<file path="src/rtl/aes_round_pkg.sv">
// Shared types and constants for the AES round sequencer.
package aes_round_pkg;

  typedef enum logic [1:0] {
    IDLE,
    RUN,
    DONE
  } aes_fsm_e;

  localparam int unsigned NR_AES128 = 10;
  localparam int unsigned NR_AES256 = 14;

  typedef logic [127:0] aes_state_t;

endpackage

</file>
<file path="src/rtl/aes_round_seq.sv">
// Round sequencer for an iterative AES core: owns the state register and round counter.
// Define AES_KEY256_EN to add the key256 input (NR=14 when set at accept, else 10).
module aes_round_seq
  import aes_round_pkg::*;
(
`ifdef AES_KEY256_EN
  input  logic         key256,
`endif
  input  logic         clk,
  input  logic         rst_n,
  input  logic         in_valid,
  output logic         in_ready,
  input  aes_state_t   mux_out,
  output logic         sel,
  output aes_state_t   state,
  output logic [3:0]   round,
  output logic         last_round,
  output logic         out_valid,
  input  logic         out_ready,
  output aes_state_t   ct
);

  localparam logic [3:0] NR128 = 4'(NR_AES128);

  aes_fsm_e   fsm_q, fsm_d;
  aes_state_t state_q, state_d;
  logic [3:0] round_q, round_d;
  logic [3:0] nr;

`ifdef AES_KEY256_EN
  localparam logic [3:0] NR256 = 4'(NR_AES256);
  logic nr14_q, nr14_d;

  // Key length is latched at accept so a mid-block change of key256 has no effect.
  always_ff @(posedge clk or negedge rst_n) begin
    if (!rst_n) begin
      nr14_q <= 1'b0;
    end else begin
      nr14_q <= nr14_d;
    end
  end

  assign nr = nr14_q ? NR256 : NR128;
`else
  assign nr = NR128;
`endif

  always_ff @(posedge clk or negedge rst_n) begin
    if (!rst_n) begin
      fsm_q   <= IDLE;
      state_q <= '0;
      round_q <= '0;
    end else begin
      fsm_q   <= fsm_d;
      state_q <= state_d;
      round_q <= round_d;
    end
  end

  always_comb begin
    fsm_d      = fsm_q;
    state_d    = state_q;
    round_d    = round_q;
`ifdef AES_KEY256_EN
    nr14_d     = nr14_q;
`endif
    in_ready   = 1'b0;
    sel        = 1'b0;
    out_valid  = 1'b0;
    last_round = 1'b0;

    unique case (fsm_q)
      IDLE: begin
        in_ready = 1'b1;
        if (in_valid) begin
          state_d = mux_out;
          round_d = 4'd1;
          fsm_d   = RUN;
`ifdef AES_KEY256_EN
          nr14_d  = key256;
`endif
        end
      end
      RUN: begin
        sel        = 1'b1;
        last_round = (round_q == nr);
        state_d    = mux_out;
        if (round_q == nr) begin
          fsm_d = DONE;
        end else begin
          round_d = round_q + 4'd1;
        end
      end
      DONE: begin
        sel       = 1'b1;
        out_valid = 1'b1;
        if (out_ready) begin
          fsm_d   = IDLE;
          round_d = '0;
        end
      end
      default: begin
        fsm_d = IDLE;
      end
    endcase
  end

  assign state = state_q;
  assign ct    = state_q;
  assign round = round_q;

endmodule

</file>
<file path="config.mk">
export PLATFORM = sky130hd
export DESIGN_NAME = aes_round_seq
export DESIGN_NICKNAME = d
export VERILOG_FILES = /design/src/rtl/aes_round_pkg.sv /design/src/rtl/aes_round_seq.sv
export SDC_FILE = /design/constraint.sdc
export NUM_CORES = 1
export LEC_CHECK = 0
export ABC_CLOCK_PERIOD_IN_PS = 4900
export BUFFER_PORTS_ARGS = -buffer_cell sky130_fd_sc_hd__buf_2
export CAP_MARGIN = 10
export CELL_PAD_IN_SITES_DETAIL_PLACEMENT = 1
export CELL_PAD_IN_SITES_GLOBAL_PLACEMENT = 1
export CORE_MARGIN = 2
export CORE_UTILIZATION = 27
export CTS_CLUSTER_SIZE = 16
export DETAILED_ROUTE_END_ITERATION = 10
export GPL_ROUTABILITY_DRIVEN = 0
export HOLD_SLACK_MARGIN = 0.1
export PLACE_DENSITY = 0.79
export SYNTH_ARGS = -nofsm -noshare
export SYNTH_HDL_FRONTEND = slang
export SYNTH_SLANG_ARGS = --single-unit
export TNS_END_PERCENT = 100
</file>
<file path="constraint.sdc">
create_clock -name clk -period 4.9 [get_ports clk]
set_input_delay 0.735 -clock clk [delete_from_list [all_inputs] [get_ports clk]]
set_output_delay 0.735 -clock clk [all_outputs]
set_load 0.01 [all_outputs]
</file>
==> impl_metrics.csv, run 1 <==
group,metric,value,unit
timing,hold_viol_final,0,
timing,setup_viol,0,
setup_path,crit_type,"flip-flop to output port",
cells_and_area,finish.utilization,36.0,%
yosys,seq_area_frac_synth,54.2,%
yosys,synthSimpleGateAreaFrac,1.37,%
yosys,synth_xor_xnor_area_share,0,%
grt,met2_usage,22.4,%
setup_path,cp.arrival,1730,ps
drt,wl_per_cell,16.0,um
timing,whs,256,ps
power_and_ir_drop,irDropWorstVdd,0.916,mV
yosys,synth_compound_gate_area_share,1.50,%
cts,cts-root-buf,"clkbuf_16",
floorplanning,design.core.area,22600,um^2
placed_design,hpwl,12.3,mm
status,outcome,"finished clean",
yosys,avgSynthCellArea,13.9,um^2
timing,slew_headroom,48.1,%
cells_and_area,final_layout_size_suffix_gt1_share,76.6,%
yosys,synthMuxAreaShare,23.6,%
yosys,ys_ff_latch,134,
yosys,yosys.area_share.adder,1.01,%
cells_and_area,syn_to_final_growth,31.2,%
yosys,yosysUniqueCellTypes,28,
power_and_ir_drop,p_per_area,797,nW/um^2
timing,worst-slew-pin-transition,778,ps
timing,fin_ws,2440,ps
setup_path,cp-end-kind,"output port",
setup_path,path_cells,"inv_1 -> ha_1 -> and2_1 -> buf_2",
setup_path,cpMaxStageDelayCell,"ha_1",
drt,via_count,4273,
placed_design,portBuffers,395,
yosys,ys.flop_type,"dfrtp_1",
setup_path,reg2reg_slack,2640,ps
grt,gr-usage-all-layers,13.0,%
drt,drt_iter0_markers,186,
floorplanning,die_h,155,um
placed_design,placed_cell_area,7460,um^2
drt,drt-total-wl,16.3,mm
floorplanning,die-width,155,um
yosys,synthArstFlopShare,100,%
cts,cts_max_level,4,
yosys,synthCells,444,
yosys,yosysWarningCount,0,
grt,grt_pass1_vias,4429,
grt,use_met3,4.29,%
setup_path,critical-path-max-stage-delay,440,ps
grt,overflow,0,
yosys,synth.area.top_cells,"dfrtp_1 (54%), mux2_2 (23%), buf_4 (16%)",
timing,fmax,406,MHz
timing,timing.final.max_slew_violations,0,
floorplanning,die-area,24200,um^2
setup_path,critPathMaxFanout,12,
timing,fin_setup_tns,0,ps
timing,rsz0062_at_grt,"false",
drt,postRouteAntennaNets,0,
setup_path,required,4160,ps
drt,routed_via_density,4.21,
yosys,yosys.area.top_type,"dfrtp_1",
yosys,synth_nets,581,
setup_path,critPathLaunchType,"flip-flop",
cells_and_area,mostFrequentLayoutCell,"buf_2",
floorplanning,start_util,27.4,%
min_path,hold_class,"input pin to async pin",
cts,cts_hold_buf,0,
cts,clkLatencyLatePin,410,ps
yosys,synth_enable_flop_cells,0,
timing,layout_min_cycle_time,2460,ps
floorplanning,pin_count,396,
drt,drc,0,
power_and_ir_drop,p_leak,4.12,nW
flow_run,cap_violations,0,
cts,numCtsBuffers,17,
cells_and_area,nets,855,
cells_and_area,final_cell_mix,"buf_2 (394), dfrtp_1 (134), mux2_2 (128)",
timing,post-route-period-util,50.2,%
placed_design,dp_slack,2710,ps
cts,clk_pin_slew,70,ps
yosys,synth_area,6190,um^2
grt,grt_max_degree,129,
cells_and_area,fin_area,8130,um^2
floorplanning,rows,55,
cts,post_cts_buffers,0,
cts,cts-resized-gates,0,
cells_and_area,multi_input_area,1710,um^2
cts,cts_sinks,134,
cells_and_area,register_area,3350,um^2
timing,fin_skew,10.4,ps
yosys,synth_top_area_share,54.2,%
grt,top_usage_layer,"met2",
cells_and_area,n_fill_cell,2558,
grt,grt_pass1_wl,24.4,mm
cts,clock_tree.buffer_depth,2,
yosys,synth_top_family_by_area,"multiplexers",
grt,use_met1,15.8,%
cts,cts_tree,"yes",
drt,drt_first_pass_iters,4,
cells_and_area,antenna_cells,0,
grt,antenna_found_initial,0,
## per-stage QoR
stage	total power [mW]	std cells
CTS	6.59	1016
detailed placement	5.10	984
finish	6.47	1016
global placement	5.00	984
global route	6.89	1016
floorplan	4.46	444
## kinds of logic (layout without fill, tap and decap cells)
kind of cell,Yosys count,count (layout)
simple gates,14,14
buf+inv,149,436
compound gates,12,12
flops,134,134
mux,130,130
fa+ha+maj,5,5
## final cells by class
cell class | instances | share of cell area [%]
multi-input combinational | 161 | 21.1
inverter | 6 | 0.277
timing repair buffer | 398 | 24.8
sequential | 134 | 41.3
clock buffer | 19 | 5.45
tap | 285 | 4.39
clock inverter | 13 | 2.68
## worst max-delay path, delay by kind of cell, from the launching register on
family | cells | cell delay (ps)
AND/OR/NAND/NOR | 1 | 240
buffers and inverters | 2 | 230
adder cells (fa/ha/maj) | 1 | 440
flip-flops | 1 | 400
## sequential cells by signal (all words and copies together) (netlist names)
register  cells
ct          128
round         4
fsm_q         2
## Yosys cell counts (2+ instances only)
cell type    n
nand3_1      2
buf_6       12
ha_1         5
a211o_1      2
a21oi_1      2
o21ai_0      2
inv_1        6
nand3b_1     2
dfrtp_1    134
mux2i_1      2
mux2_2     128
nor2_1       2
buf_4      130
## metal layers
metal	vias up	routed length (um)
li1	1925	-
met1	2137	6580
met2	200	8400
met3	11	1210
met4	0	119
met5	-	0
## where the power goes
| group | leakage, nW | internal [mW] | total [mW] | switching [mW] |
|---|---|---|---|---|
| clock network | 0.316 | 0.927 | 1.44 | 0.513 |
| registers | 1.57 | 1.67 | 2.12 | 0.454 |
| logic | 2.23 | 1.44 | 2.91 | 1.47 |
| total | 4.12 | 4.04 | 6.47 | 2.44 |
## worst paths after layout
kind,endpoint,cells past startpoint,startpoint
max,last_round,4,fsm_q[1]
min,ct[122],1,rst_n
max reg2reg,ct[107],5,fsm_q[0]
min reg2reg,ct[23],1,ct[23]
max in group asynchronous,ct[55],2,rst_n
min in group clk,ct[23],1,ct[23]
Note: power is estimated with default switching activity, not from simulation.
==> run 2: changes to the inputs <==
--- a/config.mk
+++ b/config.mk
@@ -5,7 +5,7 @@
 export SDC_FILE = /design/constraint.sdc
 export NUM_CORES = 1
 export LEC_CHECK = 0
-export ABC_CLOCK_PERIOD_IN_PS = 4900
+export ABC_CLOCK_PERIOD_IN_PS = 2300
 export BUFFER_PORTS_ARGS = -buffer_cell sky130_fd_sc_hd__buf_2
 export CAP_MARGIN = 10
 export CELL_PAD_IN_SITES_DETAIL_PLACEMENT = 1
==> constraint.sdc (replaced) <==
create_clock -name clk -period 2.3 [get_ports clk]
set_input_delay 0.345 -clock clk [delete_from_list [all_inputs] [get_ports clk]]
set_output_delay 0.345 -clock clk [all_outputs]
set_load 0.01 [all_outputs]
==> run 2 against run 1 <==
Effect of this change: final area grew 1.6%; non-clock buffer count grew 10; critical path type is now flip-flop to flip-flop; global-route usage grew 0.40 points; wire length grew 2.8%; hold slack lost 92 ps; die area is the same.
==> impl_metrics.csv, run 2 (synthesis results as in run 1) <==
group,metric,value,unit
floorplanning,die_h,155,um
setup_path,reg2reg_slack,230,ps
timing,slew_headroom,69.4,%
grt,grt_max_degree,66,
cells_and_area,nets,865,
timing,post-route-period-util,90.2,%
timing,timing.final.max_slew_violations,0,
placed_design,hpwl,13.0,mm
timing,hold_viol_final,0,
cells_and_area,register_area,3350,um^2
setup_path,critPathMaxFanout,45,
flow_run,cap_violations,0,
cts,clock_tree.buffer_depth,2,
power_and_ir_drop,p_sw,5.25,mW
power_and_ir_drop,p_per_area,1700,nW/um^2
cells_and_area,mostFrequentLayoutCell,"buf_2",
min_path,hold_class,"input pin to flip-flop",
power_and_ir_drop,p_comb_share,45.5,%
drt,routed.top_layer,"met4",
cts,post_cts_buffers,0,
cts,cts_max_level,4,
timing,layout_min_cycle_time,2070,ps
grt,gr-usage-all-layers,13.5,%
cells_and_area,antenna_cells,0,
floorplanning,start_util,27.4,%
grt,grt_pass1_wl,25.0,mm
cells_and_area,largest_register_ffs,128,
power_and_ir_drop,clockPowerShare,22.2,%
drt,drc,0,
cts,numCtsBuffers,17,
cts,cts_hold_buf,1,
cells_and_area,final_cells,1026,
placed_design,placed_cell_area,7570,um^2
floorplanning,die-width,155,um
cells_and_area,n_fill_cell,2537,
power_and_ir_drop,irDropWorstVdd,0.673,mV
grt,overflow,0,
setup_path,required,2590,ps
setup_path,r2r-start,"fsm_q[1]",
timing,fin_skew,6.83,ps
drt,postRouteAntennaNets,0,
power_and_ir_drop,p_seq_share,32.3,%
min_path,min-delay-start,"mux_out[48]",
drt,via_count,4306,
grt,antenna_found_initial,0,
floorplanning,design.core.area,22600,um^2
cells_and_area,final_cell_mix,"buf_2 (394), dfrtp_1 (134), mux2_2 (128)",
cells_and_area,syn_to_final_growth,33.3,%
drt,drt_first_pass_iters,4,
setup_path,r2r-end,"ct[28]",
drt,routed_via_density,4.20,
timing,fin_setup_tns,0,ps
power_and_ir_drop,sw_frac_of_total,37.3,%
cts,clkLatencyLatePin,410,ps
cts,cts-resized-gates,0,
status,outcome,"finished clean",
setup_path,crit_path_start,"fsm_q[1]",
placed_design,portBuffers,395,
drt,met1Wirelength,6.66,mm
drt,met2_length,8.92,mm
timing,worst-slew-pin-transition,459,ps
timing,whs,164,ps
setup_path,cp-end-kind,"flip-flop",
power_and_ir_drop,p_leak,4.19,nW
timing,rsz0062_at_grt,"false",
cells_and_area,multi_input_area,1710,um^2
timing,setup_viol,0,
drt,drt_iter0_markers,168,
cells_and_area,fin_area,8250,um^2
drt,drt-total-wl,16.8,mm
power_and_ir_drop,finalPower,14.1,mW
setup_path,r2r.worst_path.cells,6,
cts,clk_pin_slew,60,ps
power_and_ir_drop,p_int,8.82,mW
timing,fmax,482,MHz
setup_path,crit_type,"flip-flop to flip-flop",
drt,wl_per_cell,16.3,um
setup_path,cp.arrival,2360,ps
cts,cts_tree,"yes",
grt,grt_pass1_vias,4507,
placed_design,dp_cells,993,
setup_path,critPathLaunchType,"flip-flop",
cts,cts-root-buf,"clkbuf_16",
floorplanning,rows,55,
cts,cts_sinks,134,
setup_path,critPathCapture,"ct[28]",
floorplanning,die-area,24200,um^2
drt,dr_wl_met3,1.08,mm
floorplanning,pin_count,396,
cells_and_area,final_layout_size_suffix_gt1_share,76.8,%
==> run 2: cell types whose count changed in the layout (fill, tap and decap cells not counted) <==
cell,delta
clkinv_2,+1
buf_12,+3
clkinvlp_4,-1
dlygate4sd3_1,+1
bufinv_16,+1
clkinv_4,+1
buf_4,+6
clkbuf_8,-1
inv_6,-1
==> run 2: per-stage QoR <==
step           setup slack (ps)  utilization, %
2_1_floorplan               549               -
3_3_place_gp                352            33.5
3_5_place_dp                244            33.5
4_1_cts                     196            36.6
5_1_grt                     124            36.6
6_report                    225            36.6
==> run 2: cell type report <==
cell class,instances,share of cell area (%)
timing repair buffer,408,25.8
inverter,6,0.273
tap,285,4.32
clock inverter,14,2.97
sequential,134,40.6
clock buffer,18,5.20
multi-input combinational,161,20.8
==> run 2: per-layer routing <==
| layer | track usage [%] | vias to the layer above |
|---|---|---|
| met5 | 0 | - |
| met4 | 3.19 | 0 |
| met3 | 4.09 | 9 |
| met2 | 24.3 | 199 |
| met1 | 15.6 | 2149 |
| li1 | - | 1949 |
==> run 2: critical path, cell delays in order, from the launching register on <==
cell     delay (ps)
dfrtp_1         420
inv_1            90
ha_1            280
mux2i_4         300
buf_12          190
buf_12          240
mux2_2          370
==> run 2: power by group through the flow <==
stage	Sequential, mW	Combinational, mW	Clock (mW)
detailed placement	4.59	6.51	0
CTS	4.56	6.51	3.25
finish	4.54	6.40	3.13
floorplan	4.94	4.55	0
global placement	4.52	6.32	0
global route	4.72	6.89	3.35
==> run 2: worst min-delay path by stage <==
stage	end	cells past startpoint
detailed placement	ct[4]	1
CTS	ct[95]	2
finish	ct[48]	2
global route	ct[85]	2
global placement	ct[126]	1
floorplan	ct[0]	0
